`src/rtl/dp_link_train_pkg.sv`:
```
// Shared types and constants for the DisplayPort link-training sequencer:
// state encoding, phy mode codes, DPCD register map and sink status checks.
package dp_link_train_pkg;

  typedef enum logic [3:0] {
    ST_IDLE,
    ST_WRBW,
    ST_WRLC,
    ST_WRTP1,
    ST_WAIT1,
    ST_RDST1,
    ST_WRTP2,
    ST_WAIT2,
    ST_RDST2,
    ST_RDAL,
    ST_WROFF,
    ST_DONE,
    ST_FAIL
  } lt_state_t;

  localparam logic [2:0] PHY_IDLE   = 3'd0;
  localparam logic [2:0] PHY_NORMAL = 3'd1;
  localparam logic [2:0] PHY_TPS1   = 3'd2;
  localparam logic [2:0] PHY_TPS2   = 3'd3;

  localparam logic [19:0] DPCD_LINKBW   = 20'h00100;
  localparam logic [19:0] DPCD_LANECNT  = 20'h00101;
  localparam logic [19:0] DPCD_TRAINPAT = 20'h00102;
  localparam logic [19:0] DPCD_LANE01ST = 20'h00202;
  localparam logic [19:0] DPCD_ALIGN    = 20'h00204;

  localparam logic [7:0] LC_ENH_FRAMING = 8'h80;
  localparam logic [7:0] TP_PAT1        = 8'h21;
  localparam logic [7:0] TP_PAT2        = 8'h22;
  localparam logic [7:0] TP_OFF         = 8'h00;
  localparam logic [7:0] ALIGN_MASK     = 8'h01;

  // Lane 0 status lives in bits [2:0], lane 1 in bits [6:4] of DPCD 0x202.
  function automatic logic [7:0] cr_mask(input logic two);
    return two ? 8'h11 : 8'h01;
  endfunction

  function automatic logic [7:0] eq_mask(input logic two);
    return two ? 8'h77 : 8'h07;
  endfunction

  function automatic logic status_ok(input logic [7:0] st, input logic [7:0] mask);
    return (st & mask) == mask;
  endfunction

  function automatic logic [19:0] req_addr(input lt_state_t s);
    case (s)
      ST_WRBW:                     return DPCD_LINKBW;
      ST_WRLC:                     return DPCD_LANECNT;
      ST_WRTP1, ST_WRTP2, ST_WROFF: return DPCD_TRAINPAT;
      ST_RDST1, ST_RDST2:          return DPCD_LANE01ST;
      ST_RDAL:                     return DPCD_ALIGN;
      default:                     return 20'h00000;
    endcase
  endfunction

  function automatic logic req_write(input lt_state_t s);
    return s inside {ST_WRBW, ST_WRLC, ST_WRTP1, ST_WRTP2, ST_WROFF};
  endfunction

endpackage

```
`src/rtl/dp_link_train_if.sv`:
```
// Request/ack port between the link-training sequencer and the AUX channel engine.
interface dp_link_train_if;
  logic        auxreq;
  logic        auxwr;
  logic [19:0] auxaddr;
  logic [7:0]  auxwdata;
  logic        auxack;
  logic        auxerr;
  logic [7:0]  auxrdata;

  modport master (
    output auxreq, auxwr, auxaddr, auxwdata,
    input  auxack, auxerr, auxrdata
  );

  modport slave (
    input  auxreq, auxwr, auxaddr, auxwdata,
    output auxack, auxerr, auxrdata
  );
endinterface

```
`src/rtl/dp_link_train.sv`:
```
// DisplayPort link-training sequencer: programs the sink over AUX, steps the phy
// through TPS1/TPS2 to normal video and reports trained/failed.
module dp_link_train
  import dp_link_train_pkg::*;
#(
  parameter int unsigned WAIT_CYC = 13500,
  parameter int unsigned MAXTRY   = 5,
  parameter logic [7:0]  LINKBW   = 8'h0A
) (
  input  logic       dpclk,
  input  logic       reset,
  input  logic       start,
  input  logic       twolane,
  output logic [2:0] phymode,
  output logic       trained,
  output logic       failed,
  dp_link_train_if.master aux
);

  // The try counter is 3 bits wide, so MAXTRY must not exceed 7.
  localparam logic [15:0] WAIT_LOAD = 16'(WAIT_CYC - 1);
  localparam logic [2:0]  TRY_LIMIT = 3'(MAXTRY);

  lt_state_t   state, state_d, retry_st;
  logic [15:0] wait_cnt, wait_d;
  logic [2:0]  try_cnt, try_d, try_inc;
  logic        lanesel, lanesel_d;
  logic        req_d, wr_d;
  logic [19:0] addr_d;
  logic [7:0]  wdata_d;
  logic [2:0]  phy_d;
  logic        trained_d, failed_d;
  logic        issue, retry;

  always_comb begin
    state_d   = state;
    wait_d    = wait_cnt;
    try_d     = try_cnt;
    lanesel_d = lanesel;
    req_d     = aux.auxreq;
    wr_d      = aux.auxwr;
    addr_d    = aux.auxaddr;
    wdata_d   = aux.auxwdata;
    phy_d     = phymode;
    trained_d = trained;
    failed_d  = failed;
    issue     = 1'b0;
    retry     = 1'b0;
    retry_st  = ST_WAIT1;
    try_inc   = try_cnt + 3'd1;

    unique case (state)
      ST_IDLE, ST_DONE, ST_FAIL: ;
      ST_WAIT1, ST_WAIT2: begin
        // Issue the status read on the same edge the wait expires.
        if (wait_cnt == 16'd0) begin
          state_d = (state == ST_WAIT1) ? ST_RDST1 : ST_RDST2;
          issue   = 1'b1;
        end else begin
          wait_d = wait_cnt - 16'd1;
        end
      end
      default: begin
        // AUX states: one idle cycle after entry, then request until acked.
        if (!aux.auxreq) begin
          issue = 1'b1;
        end else if (aux.auxack) begin
          req_d = 1'b0;
          if (aux.auxerr) begin
            state_d = ST_FAIL;
          end else begin
            unique case (state)
              ST_WRBW:  state_d = ST_WRLC;
              ST_WRLC:  state_d = ST_WRTP1;
              ST_WRTP1: begin
                state_d = ST_WAIT1;
                wait_d  = WAIT_LOAD;
              end
              ST_RDST1: begin
                if (status_ok(aux.auxrdata, cr_mask(lanesel))) begin
                  try_d   = 3'd0;
                  state_d = ST_WRTP2;
                end else begin
                  retry    = 1'b1;
                  retry_st = ST_WAIT1;
                end
              end
              ST_WRTP2: begin
                state_d = ST_WAIT2;
                wait_d  = WAIT_LOAD;
              end
              ST_RDST2: begin
                if (status_ok(aux.auxrdata, eq_mask(lanesel))) begin
                  state_d = ST_RDAL;
                end else begin
                  retry    = 1'b1;
                  retry_st = ST_WAIT2;
                end
              end
              ST_RDAL: begin
                if (status_ok(aux.auxrdata, ALIGN_MASK)) begin
                  state_d = ST_WROFF;
                end else begin
                  retry    = 1'b1;
                  retry_st = ST_WAIT2;
                end
              end
              ST_WROFF: begin
                state_d   = ST_DONE;
                trained_d = 1'b1;
              end
              default: ;
            endcase
          end
        end
      end
    endcase

    if (retry) begin
      try_d = try_inc;
      if (try_inc == TRY_LIMIT) begin
        state_d = ST_FAIL;
      end else begin
        state_d = retry_st;
        wait_d  = WAIT_LOAD;
      end
    end

    if (issue) begin
      req_d  = 1'b1;
      wr_d   = req_write(state_d);
      addr_d = req_addr(state_d);
      unique case (state_d)
        ST_WRBW:  wdata_d = LINKBW;
        ST_WRLC:  wdata_d = LC_ENH_FRAMING | (lanesel ? 8'h02 : 8'h01);
        ST_WRTP1: begin
          wdata_d = TP_PAT1;
          phy_d   = PHY_TPS1;
        end
        ST_WRTP2: begin
          wdata_d = TP_PAT2;
          phy_d   = PHY_TPS2;
        end
        ST_WROFF: begin
          wdata_d = TP_OFF;
          phy_d   = PHY_NORMAL;
        end
        default:  wdata_d = 8'h00;
      endcase
    end

    if (state_d == ST_FAIL && state != ST_FAIL) begin
      req_d    = 1'b0;
      phy_d    = PHY_IDLE;
      failed_d = 1'b1;
    end

    // start wins over anything else this cycle, including a coincident auxack.
    if (start) begin
      state_d   = ST_WRBW;
      req_d     = 1'b0;
      lanesel_d = twolane;
      trained_d = 1'b0;
      failed_d  = 1'b0;
      try_d     = 3'd0;
      wait_d    = 16'd0;
      phy_d     = PHY_IDLE;
    end
  end

  always_ff @(posedge dpclk) begin
    if (reset) begin
      state        <= ST_IDLE;
      wait_cnt     <= 16'd0;
      try_cnt      <= 3'd0;
      lanesel      <= 1'b0;
      aux.auxreq   <= 1'b0;
      aux.auxwr    <= 1'b0;
      aux.auxaddr  <= 20'h00000;
      aux.auxwdata <= 8'h00;
      phymode      <= PHY_IDLE;
      trained      <= 1'b0;
      failed       <= 1'b0;
    end else begin
      state        <= state_d;
      wait_cnt     <= wait_d;
      try_cnt      <= try_d;
      lanesel      <= lanesel_d;
      aux.auxreq   <= req_d;
      aux.auxwr    <= wr_d;
      aux.auxaddr  <= addr_d;
      aux.auxwdata <= wdata_d;
      phymode      <= phy_d;
      trained      <= trained_d;
      failed       <= failed_d;
    end
  end

endmodule

```
`src/flat_wrapper.sv`:
```
// flat-port wrapper written by rule: the top's interface ports become plain ports
module dp_link_train_flat import dp_link_train_pkg::*;
#(
  parameter int unsigned WAIT_CYC = 13500,
  parameter int unsigned MAXTRY   = 5,
  parameter logic [7:0]  LINKBW   = 8'h0A
)
  (dpclk, reset, start, twolane, phymode, trained, failed, aux_auxreq, aux_auxwr, aux_auxaddr, aux_auxwdata, aux_auxack, aux_auxerr, aux_auxrdata);
  dp_link_train_if aux_i ();
  input  logic dpclk;
  input  logic reset;
  input  logic start;
  input  logic twolane;
  output logic [2:0] phymode;
  output logic trained;
  output logic failed;
  output wire logic [$bits(aux_i.auxreq)-1:0] aux_auxreq;
  output wire logic [$bits(aux_i.auxwr)-1:0] aux_auxwr;
  output wire logic [$bits(aux_i.auxaddr)-1:0] aux_auxaddr;
  output wire logic [$bits(aux_i.auxwdata)-1:0] aux_auxwdata;
  input wire logic [$bits(aux_i.auxack)-1:0] aux_auxack;
  input wire logic [$bits(aux_i.auxerr)-1:0] aux_auxerr;
  input wire logic [$bits(aux_i.auxrdata)-1:0] aux_auxrdata;
  assign aux_auxreq = aux_i.auxreq;
  assign aux_auxwr = aux_i.auxwr;
  assign aux_auxaddr = aux_i.auxaddr;
  assign aux_auxwdata = aux_i.auxwdata;
  assign aux_i.auxack = aux_auxack;
  assign aux_i.auxerr = aux_auxerr;
  assign aux_i.auxrdata = aux_auxrdata;
  dp_link_train #(.WAIT_CYC(WAIT_CYC), .MAXTRY(MAXTRY), .LINKBW(LINKBW)) u_core (.dpclk(dpclk), .reset(reset), .start(start), .twolane(twolane), .phymode(phymode), .trained(trained), .failed(failed), .aux(aux_i));
endmodule
```
`config.mk`:
```
export PLATFORM = sky130hd
export DESIGN_NAME = dp_link_train_flat
export DESIGN_NICKNAME = d
export VERILOG_FILES = /design/src/rtl/dp_link_train_pkg.sv /design/src/rtl/dp_link_train_if.sv /design/src/rtl/dp_link_train.sv /design/src/flat_wrapper.sv
export SDC_FILE = /design/constraint.sdc
export NUM_CORES = 1
export LEC_CHECK = 0
export CAP_MARGIN = 20
export CORE_MARGIN = 1.5
export CORE_UTILIZATION = 55
export CTS_BUF_LIST = sky130_fd_sc_hd__clkbuf_8
export DETAILED_ROUTE_END_ITERATION = 6
export DONT_BUFFER_PORTS = 1
export PLACE_DENSITY = 0.7
export SLEW_MARGIN = 5
export SYNTH_ARGS = -nofsm -noshare
export SYNTH_HDL_FRONTEND = slang
export SYNTH_SLANG_ARGS = --single-unit
```
`constraint.sdc`:
```
create_clock -name dpclk -period 4.3 [get_ports dpclk]
set_input_delay 0.43 -clock dpclk [delete_from_list [all_inputs] [get_ports dpclk]]
set_output_delay 0.43 -clock dpclk [all_outputs]
set_load 0.05 [all_outputs]
```
==> flow_summary_export.csv <==
group,metric,value,unit
clocking,tritoncts,"built",
global_routing,grt_max_degree,24,
clocking,htreeDepth,2,
timing,relSlewSlack,35.2,%
job,cap_viol_max_count,0,
clocking,clk_latency,0.29,ns
clocking,cts_root_buf,"clkbuf_8",
timing,worst_slew_pin_slew,0.948,ns
timing,clock_skew,0.00627,ns
worst_hold_path,hold_class,"input port to register",
detailed_routing,first_pass_iters,4,
global_routing,overflow,0,
logic_synthesis,synth_cell_types,60,
status,outcome,"finished clean",
detailed_routing,viasPerCell,6.27,
clocking,cts_buffers,5,
logic_synthesis,synth_edf_count,0,
timing,tns,0,ns
detailed_routing,drt_iter0_drc,164,
final_layout,fillerInstances,425,
timing,setup_viol_count_final,0,
logic_synthesis,avgSynthCellArea,7.67,µm²
placed_design,port_buffers,0,
critical_path,cp_max_fo,9,
final_layout,area_delta_synth_final,1.44,%
die,initial_core_util,58.4,%
power,leakagePower,0.951,nW
global_routing,grt_use_total,23.7,%
placed_design,dpl_worst_slack,0.631,ns
critical_path,critical_path_required,4.46,ns
logic_synthesis,yosys_warnings,0,
placed_design,dp.final_hpwl,4.34,mm
detailed_routing,ant_nets,0,
clocking,postCtsHoldBufs,0,
logic_synthesis,synth_ff_type,"dfxtp_1",
timing,setup_ws,0.586,ns
power,power.density,302,nW/µm²
global_routing,grt_pass1_vias,2145,
final_layout,design_area,2650,µm²
final_layout,antenna_cells,0,
timing,slew_violations,0,
clocking,cts.reportedPaths.clkPinSlew,0.09,ns
die,die_w,72.0,µm
final_layout,multi_input_area,1620,µm²
die,row_count,24,
final_layout,drive_gt1_share,5.42,%
clocking,clockBufferDepth,2,
global_routing,grt_first_pass_wirelength,9.85,mm
timing,timing.fmax,269,MHz
placed_design,dpl_cell_area,2530,µm²
global_routing,antenna_found_initial,0,
timing,rsz0062_at_grt,"no",
final_layout,seq_area,801,µm²
die,die_area,5180,µm²
placed_design,routabilityCongestion,0.934,
die,coreArea,4470,µm²
clocking,postCtsSetupBuffers,0,
final_layout,final_nets,352,
power,peakVddDrop,0.000216,V
timing,layout_min_cycle_time,3.71,ns
logic_synthesis,netlist_area,2620,µm²
logic_synthesis,synthArstFlopShare,0,%
die,ios,49,
logic_synthesis,yosysSeqAreaShare,30.6,%
detailed_routing,drc,0,
critical_path,cp-end-kind,"register",
detailed_routing,wl,5.97,mm
critical_path,cp.arrival,3.88,ns
logic_synthesis,ys_ff_latch,40,
timing,finalHoldViolCount,0,
detailed_routing,via_count,2407,
timing,finalCritPeriodShare,86.4,%
detailed_routing,routedWlPerCell,15.6,µm
critical_path,crit_type,"register to register",
clocking,cts_resized,0,
clocking,clock_sinks,40,
logic_synthesis,syn_inst,341,
die,die_h,72.0,µm
critical_path,cp-start-kind,"register",
-- final timing paths --
kind | cells past startpoint | startpoint | slack, ns | end
setup / recovery | 12 | u_core.aux.auxreq | 0.59 | u_core.phymode[1]
hold / removal | 1 | reset | 0.19 | u_core.aux.auxaddr[8]
setup reg to reg | 12 | u_core.aux.auxreq | 0.59 | u_core.phymode[1]
hold reg to reg | 2 | u_core.wait_cnt[3] | 0.50 | u_core.wait_cnt[3]
-- kinds of logic (layout without fill, tap and decap cells) --
| kind of cell | count (synthesis) | count (layout) | share of synthesized area [%] |
|---|---|---|---|
| compound gates | 95 | 95 | 23.4 |
| simple gates | 138 | 138 | 28.1 |
| buf+inv | 48 | 21 | 10.1 |
| other cells | 1 | 19 | 0.143 |
| flops | 40 | 40 | 30.6 |
| mux | 4 | 4 | 1.58 |
| fa+ha+maj | 7 | 7 | 3.35 |
| xor+xnor | 8 | 8 | 2.68 |
-- flip-flops by register name (all words and copies together), names as in the netlist, 2 cells and up --
signal,flops
u_core.phymode,2
u_core.try_cnt,3
u_core.aux.auxwdata,5
u_core.aux.auxaddr,5
u_core.state,4
u_core.wait_cnt,16
-- power by group --
group | total (W) | internal [W] | switching (W)
logic | 0.0000867 | 0.0000179 | 0.0000688
registers | 0.000398 | 0.000376 | 0.0000223
clock network | 0.000316 | 0.000175 | 0.000141
-- through the flow --
stage / hold slack (ns) / util, % / total power [W] / cells
2_1_floorplan: 0.461 / - / 0.000497 / 359
5_1_grt: 0.178 / 59.3 / 0.000833 / 384
3_5_place_dp: 0.484 / 56.6 / 0.000492 / 375
6_report: 0.194 / 59.3 / 0.000801 / 384
4_1_cts: 0.188 / 59.2 / 0.000804 / 383
3_3_place_gp: 0.482 / 56.6 / 0.000492 / 375
-- per-layer routing --
| metal | global-route usage [%] | vias up | part of all wire (%) |
|---|---|---|---|
| li1 | - | 1192 | - |
| met2 | 38.8 | 83 | 45 |
| met4 | 6.08 | 0 | 0.54 |
| met3 | 5.56 | 4 | 6.7 |
| met5 | 0 | - | 0 |
| met1 | 31.6 | 1128 | 47 |
-- area by class of cell --
type                            count  area share [%]
Tap cell                           52            2.45
Clock buffer                        5            2.59
Sequential cell                    40            30.2
Multi-Input combinational cell    271            61.0
Inverter                           11            1.56
Timing Repair Buffer                2           0.472
Clock inverter                      3            1.75
-- cell usage after synthesis (all sizes together) (3+ instances only) --
library cell / instances / area (µm²)
ha: 7 / 87.6
nand3: 7 / 35.0
o21a: 4 / 30.0
nor2: 37 / 141
o21ai: 13 / 65.1
nor3: 16 / 85.1
or4: 7 / 56.3
clkbuf: 14 / 52.6
dfxtp: 40 / 801
nand4b: 3 / 26.3
buf: 23 / 170
o22ai: 3 / 18.8
nand2: 27 / 101
or3: 3 / 18.8
nand3b: 3 / 22.5
nand2b: 5 / 31.3
a21oi: 36 / 180
nor4b: 3 / 26.3
a311oi: 4 / 35.0
nor2b: 6 / 37.5
and2: 4 / 25.0
a32oi: 3 / 26.3
a211oi: 8 / 65.1
a31oi: 4 / 25.0
inv: 11 / 41.3
nor4: 11 / 83.8
mux2i: 3 / 30.0
xnor2: 6 / 52.6
-- cells in the final DEF (no fill, tap or decap), types with 6 or more instances in the layout --
master     n
a211oi_1   7
nor2_1    36
nor3_1    15
conb_1    19
nor2b_1    6
or4_1      6
xnor2_1    6
dfxtp_1   40
nor4_1    10
nand2_1   27
o21ai_0   12
a21oi_1   36
ha_1       7
nand3_1    7
inv_1     11
-- critical path, cell delays in order, from the launching register on --
cell and delay, ns:
dfxtp_1 0.80, nand2_1 0.28, or4_1 0.62, a22oi_1 0.24, or3_1 0.32, nor3_1 0.08
nor2_1 0.28, inv_1 0.11, ha_1 0.27, inv_1 0.12, a21oi_1 0.05, o21ai_0 0.29
a211oi_1 0.12
Power figures use the tool's default switching activity.
